File: src/rtl/add64_result_buf_pkg.sv
// Shared constants and occupancy-state encoding for the adder result buffer.
// Latency: n/a (declarations only).
// Backpressure: n/a.
package add64_result_buf_pkg;

  localparam int N_DEFAULT = 64;
  localparam int BUF_DEPTH = 2;

  typedef enum logic [1:0] {
    EMPTY = 2'b00,
    ONE   = 2'b01,
    FULL  = 2'b10
  } occ_state_e;

endpackage

File: src/rtl/add64_flags.sv
// Derives carry-out, signed overflow and zero flags from a carry-select adder result.
// Latency: purely combinational, zero cycles.
// Backpressure: none; the caller decides when the flags are captured.
module add64_flags
  import add64_result_buf_pkg::*;
#(
  parameter int N = N_DEFAULT
) (
  input  logic [N-1:0] i_s,
  input  logic         i_gen,
  input  logic         i_prop,
  input  logic         i_cin,
  input  logic         i_a_msb,
  input  logic         i_b_msb,
  output logic         o_cout,
  output logic         o_ovf,
  output logic         o_zero
);

  // Block carry resolves from generate/propagate and the applied carry-in.
  assign o_cout = i_gen | (i_prop & i_cin);

  // Overflow: operands share a sign but the sum's sign differs from it.
  assign o_ovf  = (i_a_msb == i_b_msb) && (i_s[N-1] != i_a_msb);

  assign o_zero = (i_s == '0);

endmodule

File: src/rtl/add64_result_buf.sv
// Two-entry FIFO that captures adder sums plus derived flags for a downstream consumer.
// Latency: one cycle from accept to out_valid when empty; one result per cycle when streaming.
// Backpressure: in_ready drops when both entries are held; it is registered, independent of out_ready.
module add64_result_buf
  import add64_result_buf_pkg::*;
#(
  parameter int N     = N_DEFAULT,
  parameter int DEPTH = BUF_DEPTH
) (
  input  logic         clk,
  input  logic         rst_n,
  input  logic         in_valid,
  output logic         in_ready,
  input  logic [N-1:0] in_s,
  input  logic         in_gen,
  input  logic         in_prop,
  input  logic         in_cin,
  input  logic         in_a_msb,
  input  logic         in_b_msb,
  output logic         out_valid,
  input  logic         out_ready,
  output logic [N-1:0] out_s,
  output logic         out_cout,
  output logic         out_ovf,
  output logic         out_zero
);

  // The head/tail register pair below is hard-wired for two entries.
  if (DEPTH != BUF_DEPTH) begin : g_depth_chk
    $error("add64_result_buf supports DEPTH == 2 only");
  end

  occ_state_e   r_state;
  occ_state_e   w_state_nxt;
  logic         r_not_full;
  logic         r_out_valid;

  logic [N-1:0] r_head_s;
  logic         r_head_cout;
  logic         r_head_ovf;
  logic         r_head_zero;
  logic [N-1:0] r_tail_s;
  logic         r_tail_cout;
  logic         r_tail_ovf;
  logic         r_tail_zero;

  logic         w_acc;
  logic         w_rel;
  logic         w_head_ld_new;
  logic         w_head_ld_tail;
  logic         w_tail_ld;
  logic         w_cout;
  logic         w_ovf;
  logic         w_zero;

  add64_flags #(.N(N)) u_flags (
    .i_s     (in_s),
    .i_gen   (in_gen),
    .i_prop  (in_prop),
    .i_cin   (in_cin),
    .i_a_msb (in_a_msb),
    .i_b_msb (in_b_msb),
    .o_cout  (w_cout),
    .o_ovf   (w_ovf),
    .o_zero  (w_zero)
  );

  // r_not_full is a register; gating with rst_n holds in_ready low while reset
  // is asserted yet lets it read 1 on the very first edge after release.
  assign in_ready  = r_not_full & rst_n;
  assign out_valid = r_out_valid;

  // Handshakes use the registered flags only, so nothing loops back to out_ready.
  assign w_acc = in_valid & r_not_full;
  assign w_rel = r_out_valid & out_ready;

  // Occupancy next state and which entry registers load this cycle.
  always_comb begin
    w_state_nxt    = r_state;
    w_head_ld_new  = 1'b0;
    w_head_ld_tail = 1'b0;
    w_tail_ld      = 1'b0;
    case (r_state)
      EMPTY: begin
        if (w_acc) begin
          w_state_nxt   = ONE;
          w_head_ld_new = 1'b1;
        end
      end
      ONE: begin
        if (w_acc && w_rel) begin
          w_head_ld_new = 1'b1;
        end else if (w_acc) begin
          w_tail_ld   = 1'b1;
          w_state_nxt = FULL;
        end else if (w_rel) begin
          w_state_nxt = EMPTY;
        end
      end
      FULL: begin
        if (w_rel) begin
          w_head_ld_tail = 1'b1;
          w_state_nxt    = ONE;
        end
      end
      default: w_state_nxt = EMPTY;
    endcase
  end

  // State plus the handshake flags precomputed from the next state.
  always_ff @(posedge clk or negedge rst_n) begin
    if (!rst_n) begin
      r_state     <= EMPTY;
      r_not_full  <= 1'b1;
      r_out_valid <= 1'b0;
    end else begin
      r_state     <= w_state_nxt;
      r_not_full  <= (w_state_nxt != FULL);
      r_out_valid <= (w_state_nxt != EMPTY);
    end
  end

  // Head entry: loads a new result directly or promotes the tail.
  always_ff @(posedge clk or negedge rst_n) begin
    if (!rst_n) begin
      r_head_s    <= '0;
      r_head_cout <= 1'b0;
      r_head_ovf  <= 1'b0;
      r_head_zero <= 1'b0;
    end else if (w_head_ld_new) begin
      r_head_s    <= in_s;
      r_head_cout <= w_cout;
      r_head_ovf  <= w_ovf;
      r_head_zero <= w_zero;
    end else if (w_head_ld_tail) begin
      r_head_s    <= r_tail_s;
      r_head_cout <= r_tail_cout;
      r_head_ovf  <= r_tail_ovf;
      r_head_zero <= r_tail_zero;
    end
  end

  // Tail entry: holds the second result while the head is stalled.
  always_ff @(posedge clk or negedge rst_n) begin
    if (!rst_n) begin
      r_tail_s    <= '0;
      r_tail_cout <= 1'b0;
      r_tail_ovf  <= 1'b0;
      r_tail_zero <= 1'b0;
    end else if (w_tail_ld) begin
      r_tail_s    <= in_s;
      r_tail_cout <= w_cout;
      r_tail_ovf  <= w_ovf;
      r_tail_zero <= w_zero;
    end
  end

  assign out_s    = r_head_s;
  assign out_cout = r_head_cout;
  assign out_ovf  = r_head_ovf;
  assign out_zero = r_head_zero;

endmodule

File: config.mk
export PLATFORM = sky130hd
export DESIGN_NAME = add64_result_buf
export DESIGN_NICKNAME = d
export VERILOG_FILES = /design/src/rtl/add64_result_buf_pkg.sv /design/src/rtl/add64_flags.sv /design/src/rtl/add64_result_buf.sv
export SDC_FILE = /design/constraint.sdc
export NUM_CORES = 1
export LEC_CHECK = 0
export ABC_CLOCK_PERIOD_IN_PS = 3100
export BUFFER_PORTS_ARGS = -buffer_cell sky130_fd_sc_hd__buf_2
export CORE_AREA = 5 5 116 118
export CTS_BUF_LIST = sky130_fd_sc_hd__clkbuf_8
export CTS_CLUSTER_SIZE = 40
export DETAILED_ROUTE_END_ITERATION = 10
export DIE_AREA = 0 0 121 123
export MAX_ROUTING_LAYER = met4
export PLACE_DENSITY = 0.74
export SLEW_MARGIN = 0
export SYNTH_ARGS = -nofsm -noshare
export SYNTH_HDL_FRONTEND = slang
export SYNTH_SLANG_ARGS = --single-unit
export TNS_END_PERCENT = 100
File: constraint.sdc
create_clock -name clk -period 3.1 [get_ports clk]
set_input_delay 0.775 -clock clk [delete_from_list [all_inputs] [get_ports clk]]
set_output_delay 0.775 -clock clk [all_outputs]
set_load 0.05 [all_outputs]
Yosys cells after proc, flatten, opt, wreduce, memory -nomap -nowiden
Index checks and enable logic that the tools add are counted.

cells by class
  bitwise operators = 5
  reduce and logical (&&, ||, !) cells = 6
  muxes and demuxes = 21
  equality and inequality tests = 5

operators by type and width
  cell                                                  count
  two-way mux 64 bit                                    2
  zero test 64 bit                                      1
  two-way mux 1 bit                                     12
  two-way mux 2 bit                                     5
  one-hot mux 2 bit (3 select lines)                    1
  bitwise AND 1 bit                                     4
  nonzero test 2 bit                                    2
  equality test 2 x 1 -> 1 bit (second input constant)  1
  equality test 2 bit (second input constant)           1
  logical AND 1 bit                                     2
  zero test 2 bit                                       1
  != test 2 bit (second input constant)                 1
  one-hot mux 1 bit (2 select lines)                    1
  equality test 1 bit                                   1
  != test 1 bit                                         1
  OR 1 bit                                              1

storage, ports and cells
  register bits after elaboration = 138
  output and inout port bits = 69
  logic and storage cells = 48

Logic depth before layout (Yosys ltp)
  depth in word-level cells = 6
  depth in mapped cells = 7
  mapped depth without buffers = 4

Modules after synthesis
A second synthesis with hierarchy kept.

second synthesis, totals
  cells, all modules = 414
  area, all modules = 5,794.3 um^2

by module, submodules not included
  module            instances  area each (um^2)  sequential area each (um^2)  cells an instance
  add64_result_buf  1          5,607.9           3,454.6                      388
  add64_flags       1          186.4             0.0                          26

Worst setup path before layout
Ideal clock, no wire load.

  kind = input to register
  start point = input port out_ready
  end point = register r_tail_s[10]
  arrival time = 1.865 ns
  setup slack = 1.110 ns
  library setup time = 0.125 ns
  required time = 2.975 ns
  cell stages on the path = 5
  cells stage by stage = a21bo_1 or3_1 buf_6 buf_6 mux2_4

between the ends
  longest elaborated chain between the ends = 4

ends and longest elaborated chain
  item                  RTL line                 text
  start, declared       add64_result_buf.sv:21   input logic out_ready,
  bitwise AND 1 bit     add64_result_buf.sv:75   assign w_rel = r_out_valid & out_ready;
  logical AND 1 bit     add64_result_buf.sv:91   if (w_acc && w_rel) begin
  two-way mux 1 bit     add64_result_buf.sv:91
  two-way mux 1 bit     add64_result_buf.sv:83   case (r_state)
  end signal, assigned  add64_result_buf.sv:151  r_tail_s <= in_s;
  end, declared         add64_result_buf.sv:42   logic [N-1:0] r_tail_s;

No other way between the ends.
A chain may end at the register's enable or synchronous reset.

Worst setup path after layout
  start point = register r_not_full
  end point = output port in_ready

between the ends
  longest elaborated chain between the ends = 1

ends and longest elaborated chain
  item                    RTL line                 text
  start, declared         add64_result_buf.sv:35   logic r_not_full;
  start signal, assigned  add64_result_buf.sv:118  r_not_full <= (w_state_nxt != FULL);
  bitwise AND 1 bit       add64_result_buf.sv:70   assign in_ready = r_not_full & rst_n;
  end, declared           add64_result_buf.sv:13   output logic in_ready,

No other way between the ends.

==> flow_summary.json <==
{
  "max_freq_mhz": 470,
  "outcome": "complete, no violations",
  "floorplan.die.width_um": 121,
  "setup.worst_path.class": "flip-flop to output pin",
  "initial_utilization_pct": 48.5,
  "final_nets": 622,
  "cts-root-to-sink-buffers": 2,
  "worst_setup_path_end_kind": "output pin",
  "pins_over_slew_limit": 0,
  "cp_slowest_cell": "sky130_fd_sc_hd__dfstp_2",
  "worst_setup_hold_path_clk_slew_ns": 0.07,
  "post-route-period-util_pct": 68.7,
  "grt_pass1_vias": 4190,
  "synth_nets": 485,
  "power.density_nw_per_um2": 1280,
  "total_via_count_after_detailed_routing": 4026,
  "boundaryPins": 142,
  "antennaDiodeCount": 0,
  "port-buffer-count": 141,
  "synth.cell_area_um2": 6000,
  "ctsResizeCount": 0,
  "layout.filler_cells": 1006,
  "net-switching-power_uw": 3780,
  "fin_total_pwr_uw": 9500,
  "sw_frac_of_total_pct": 39.8,
  "design_area_um2": 7410,
  "critical_path.max_stage_delay_ns": 0.53,
  "placed_cell_area_um2": 6850,
  "vias_per_cell": 5.49,
  "cts_num_sinks": 138,
  "seq_area_um2": 3450,
  "clockRootBuffer": "sky130_fd_sc_hd__clkbuf_8",
  "p_clk_share_pct": 21.6,
  "critical_path_required_ns": 2.32,
  "rsz_0062_raised_after_global_routing": "no",
  "whs_ns": 0.472,
  "htreeDepth": 4,
  "layout-area-overhead-vs-synth_pct": 23.6,
  "hpwlAfterDp_mm": 9.28,
  "report.final.hold_viol_count": 0,
  "power.static_leakage_uw": 0.00409,
  "drt.antenna.violating_nets": 0,
  "core_area_um2": 12400,
  "synth.top_cells.by_area": "sky130_fd_sc_hd__dfrtp_1 57%, sky130_fd_sc_hd__mux2_4 16%, sky130_fd_sc_hd__a22o_1 9.5%, sky130_fd_sc_hd__a21o_1 8.1%, sky130_fd_sc_hd__nor4_1 1.7%",
  "drt_first_iter_violations": 265,
  "area_of_the_multi_input_gates_um2": 2370,
  "p_int_uw": 5720,
  "setup_tns_ns": 0,
  "worst_skew_pair.late_latency_ns": 0.45,
  "grt_antenna_before_repair": 1,
  "seq_power_share_pct": 33.8,
  "numCtsBuffers": 17,
  "hold_class": "flip-flop to flip-flop",
  "synthesis.area_per_instance_um2": 14.6,
  "cap_viol_max_count": 0,
  "timing.critical_path.fanout_max": 2,
  "global_route.overflow_total": 0,
  "comb_power_share_pct": 44.6,
  "global_route.usage.total_pct": 20.0,
  "yosysWarningCount": 0,
  "tritoncts": "built",
  "avgRoutedWirePerCell_um": 19.0,
  "gp_congestion": 0.816,
  "grt_first_pass_wirelength_mm": 22.1,
  "setup-violations-final": 0,
  "share_of_the_yosys_chip_area_belonging_to_registers_pct": 57.6,
  "slew_headroom_pct": 50.4,
  "finalWorstPathRequiredPeriod_ns": 2.13,
  "die_area_um2": 14900,
  "timing_worst_slew_pin_value_ns": 0.745,
  "irDropWorstVdd_v": 0.000756,
  "cts.repair_timing.setup_buffer_count": 0,
  "critical_path_arrival_ns": 1.35,
  "synth_seq_cells": 138,
  "netlist-cell-type-count": 28,
  "placement_rows": 41,
  "die_height_um": 123,
  "post-route-drc-count": 0,
  "timing.clock.skew_ns": 0.00840,
  "postCtsHoldBufs": 0,
  "synth_area_leader_cell": "sky130_fd_sc_hd__dfrtp_1",
  "detail_route.first_pass.iterations": 4,
  "synth_top_area_share_pct": 57.2,
  "setup_slack_reg_to_reg_ns": 1.06,
  "final_layout_size_suffix_gt1_share_pct": 44.7,
  "grt_start_max_net_pins": 139,
  "crit_path_cell_trace": "and2_1 > buf_2",
  "worst_setup_path_start_kind": "flip-flop",
  "drt_wl_total_mm": 14.0,
  "synthCells": 412
}
[power groups by stage]
stage | Sequential [uW] | Clock (uW) | Combinational, uW
2_1_floorplan | 4580 | 0 | 1970
3_3_place_gp | 3180 | 0 | 4180
3_5_place_dp | 3210 | 0 | 4270
4_1_cts | 3200 | 2080 | 4280
5_1_grt | 3300 | 2160 | 4480
6_report | 3210 | 2050 | 4240
[critical path, delay by kind of cell (launching register included)]
family | cells | cell delay, ns
buf+inv | 1 | 0.26
simple gates | 1 | 0.12
flops | 1 | 0.53
[cell families after synthesis]
kind of cell / share of synthesized area, %
AO/OA/AOI/OAI: 18.6
AND/OR/NAND/NOR: 3.38
buffers and inverters: 3.27
flip-flops: 57.6
multiplexers: 17.1
[layout by cell type, fill, tap and decap left out, types with 2 or more instances in the layout]
master and count:
sky130_fd_sc_hd__buf_2 140, sky130_fd_sc_hd__dfrtp_1 137, sky130_fd_sc_hd__a22o_1 65, sky130_fd_sc_hd__a21o_1 65, sky130_fd_sc_hd__mux2_4 65, sky130_fd_sc_hd__clkbuf_8 20, sky130_fd_sc_hd__nor4_1 16, sky130_fd_sc_hd__bufinv_16 9
sky130_fd_sc_hd__nand2_1 5, sky130_fd_sc_hd__mux2i_1 4, sky130_fd_sc_hd__nand4_1 4, sky130_fd_sc_hd__buf_4 4, sky130_fd_sc_hd__buf_12 3, sky130_fd_sc_hd__o22ai_1 2, sky130_fd_sc_hd__o21ai_0 2, sky130_fd_sc_hd__clkinv_2 2
[final cells by class]
| class | count | share of cell area, % |
|---|---|---|
| Inverter | 1 | 0.0506 |
| Multi-Input combinational cell | 243 | 32.0 |
| Clock buffer | 20 | 3.71 |
| Sequential cell | 138 | 46.6 |
| Tap cell | 172 | 2.90 |
| Clock inverter | 12 | 3.90 |
| Timing Repair Buffer | 148 | 10.8 |
[final timing paths]
kind                                       startpoint                        to  depth (start not counted)
worst max-delay path             r_not_full$_DFF_PN1_                  in_ready                          2
worst max register to register   r_state[0]$_DFF_PN0_  r_tail_s[27]$_DFFE_PN0P_                          4
max in group asynchronous                       rst_n     out_s[38]$_DFFE_PN0P_                          2
min in group asynchronous                       rst_n     out_s[26]$_DFFE_PN0P_                          2
worst min-delay path            out_s[53]$_DFFE_PN0P_     out_s[53]$_DFFE_PN0P_                          1
worst min register to register  out_s[53]$_DFFE_PN0P_     out_s[53]$_DFFE_PN0P_                          1
[metrics by stage]
step / setup WS, ns / instances / util, %
floorplan: 1.11 / 412 / -
global placement: 0.666 / 702 / 55.4
detailed placement: 0.614 / 702 / 55.4
CTS: 0.937 / 734 / 60.0
global route: 0.900 / 734 / 60.0
finish: 0.970 / 734 / 60.0
[metal layers]
metal	part of all wire (%)	routed length (um)	vias to the layer above	track usage [%]
met1	46	6380	2061	26.1
met2	47	6640	122	30.5
met4	1.1	157	0	6.80
met5	0	0	-	-
li1	-	-	1829	-
met3	5.7	803	14	5.67
[registers in the layout (all words and copies together), names as in the netlist]
| register | count |
|---|---|
| r_tail_zero | 1 |
| out_valid | 1 |
| out_ovf | 1 |
| out_cout | 1 |
| r_tail_s | 64 |
| r_tail_cout | 1 |
| r_state | 2 |
| out_zero | 1 |
| out_s | 64 |
| r_not_full | 1 |
| r_tail_ovf | 1 |
[synth_stat cells, drive strengths merged]
library cell	n
inv	1
nor2b	2
a22o	65
clkbuf	6
buf	24
a21oi	1
or4	1
o221ai	1
o21ai	2
nand2b	1
mux2i	4
o22ai	2
nor2	2
dfrtp	137
a31oi	1
nand2	5
a21boi	1
a21o	65
dfstp	1
nand4	4
or3	1
and2	1
mux2	66
nor4	16
a21bo	1
nor3b	1
No activity file was read; power rests on OpenSTA's default activity.
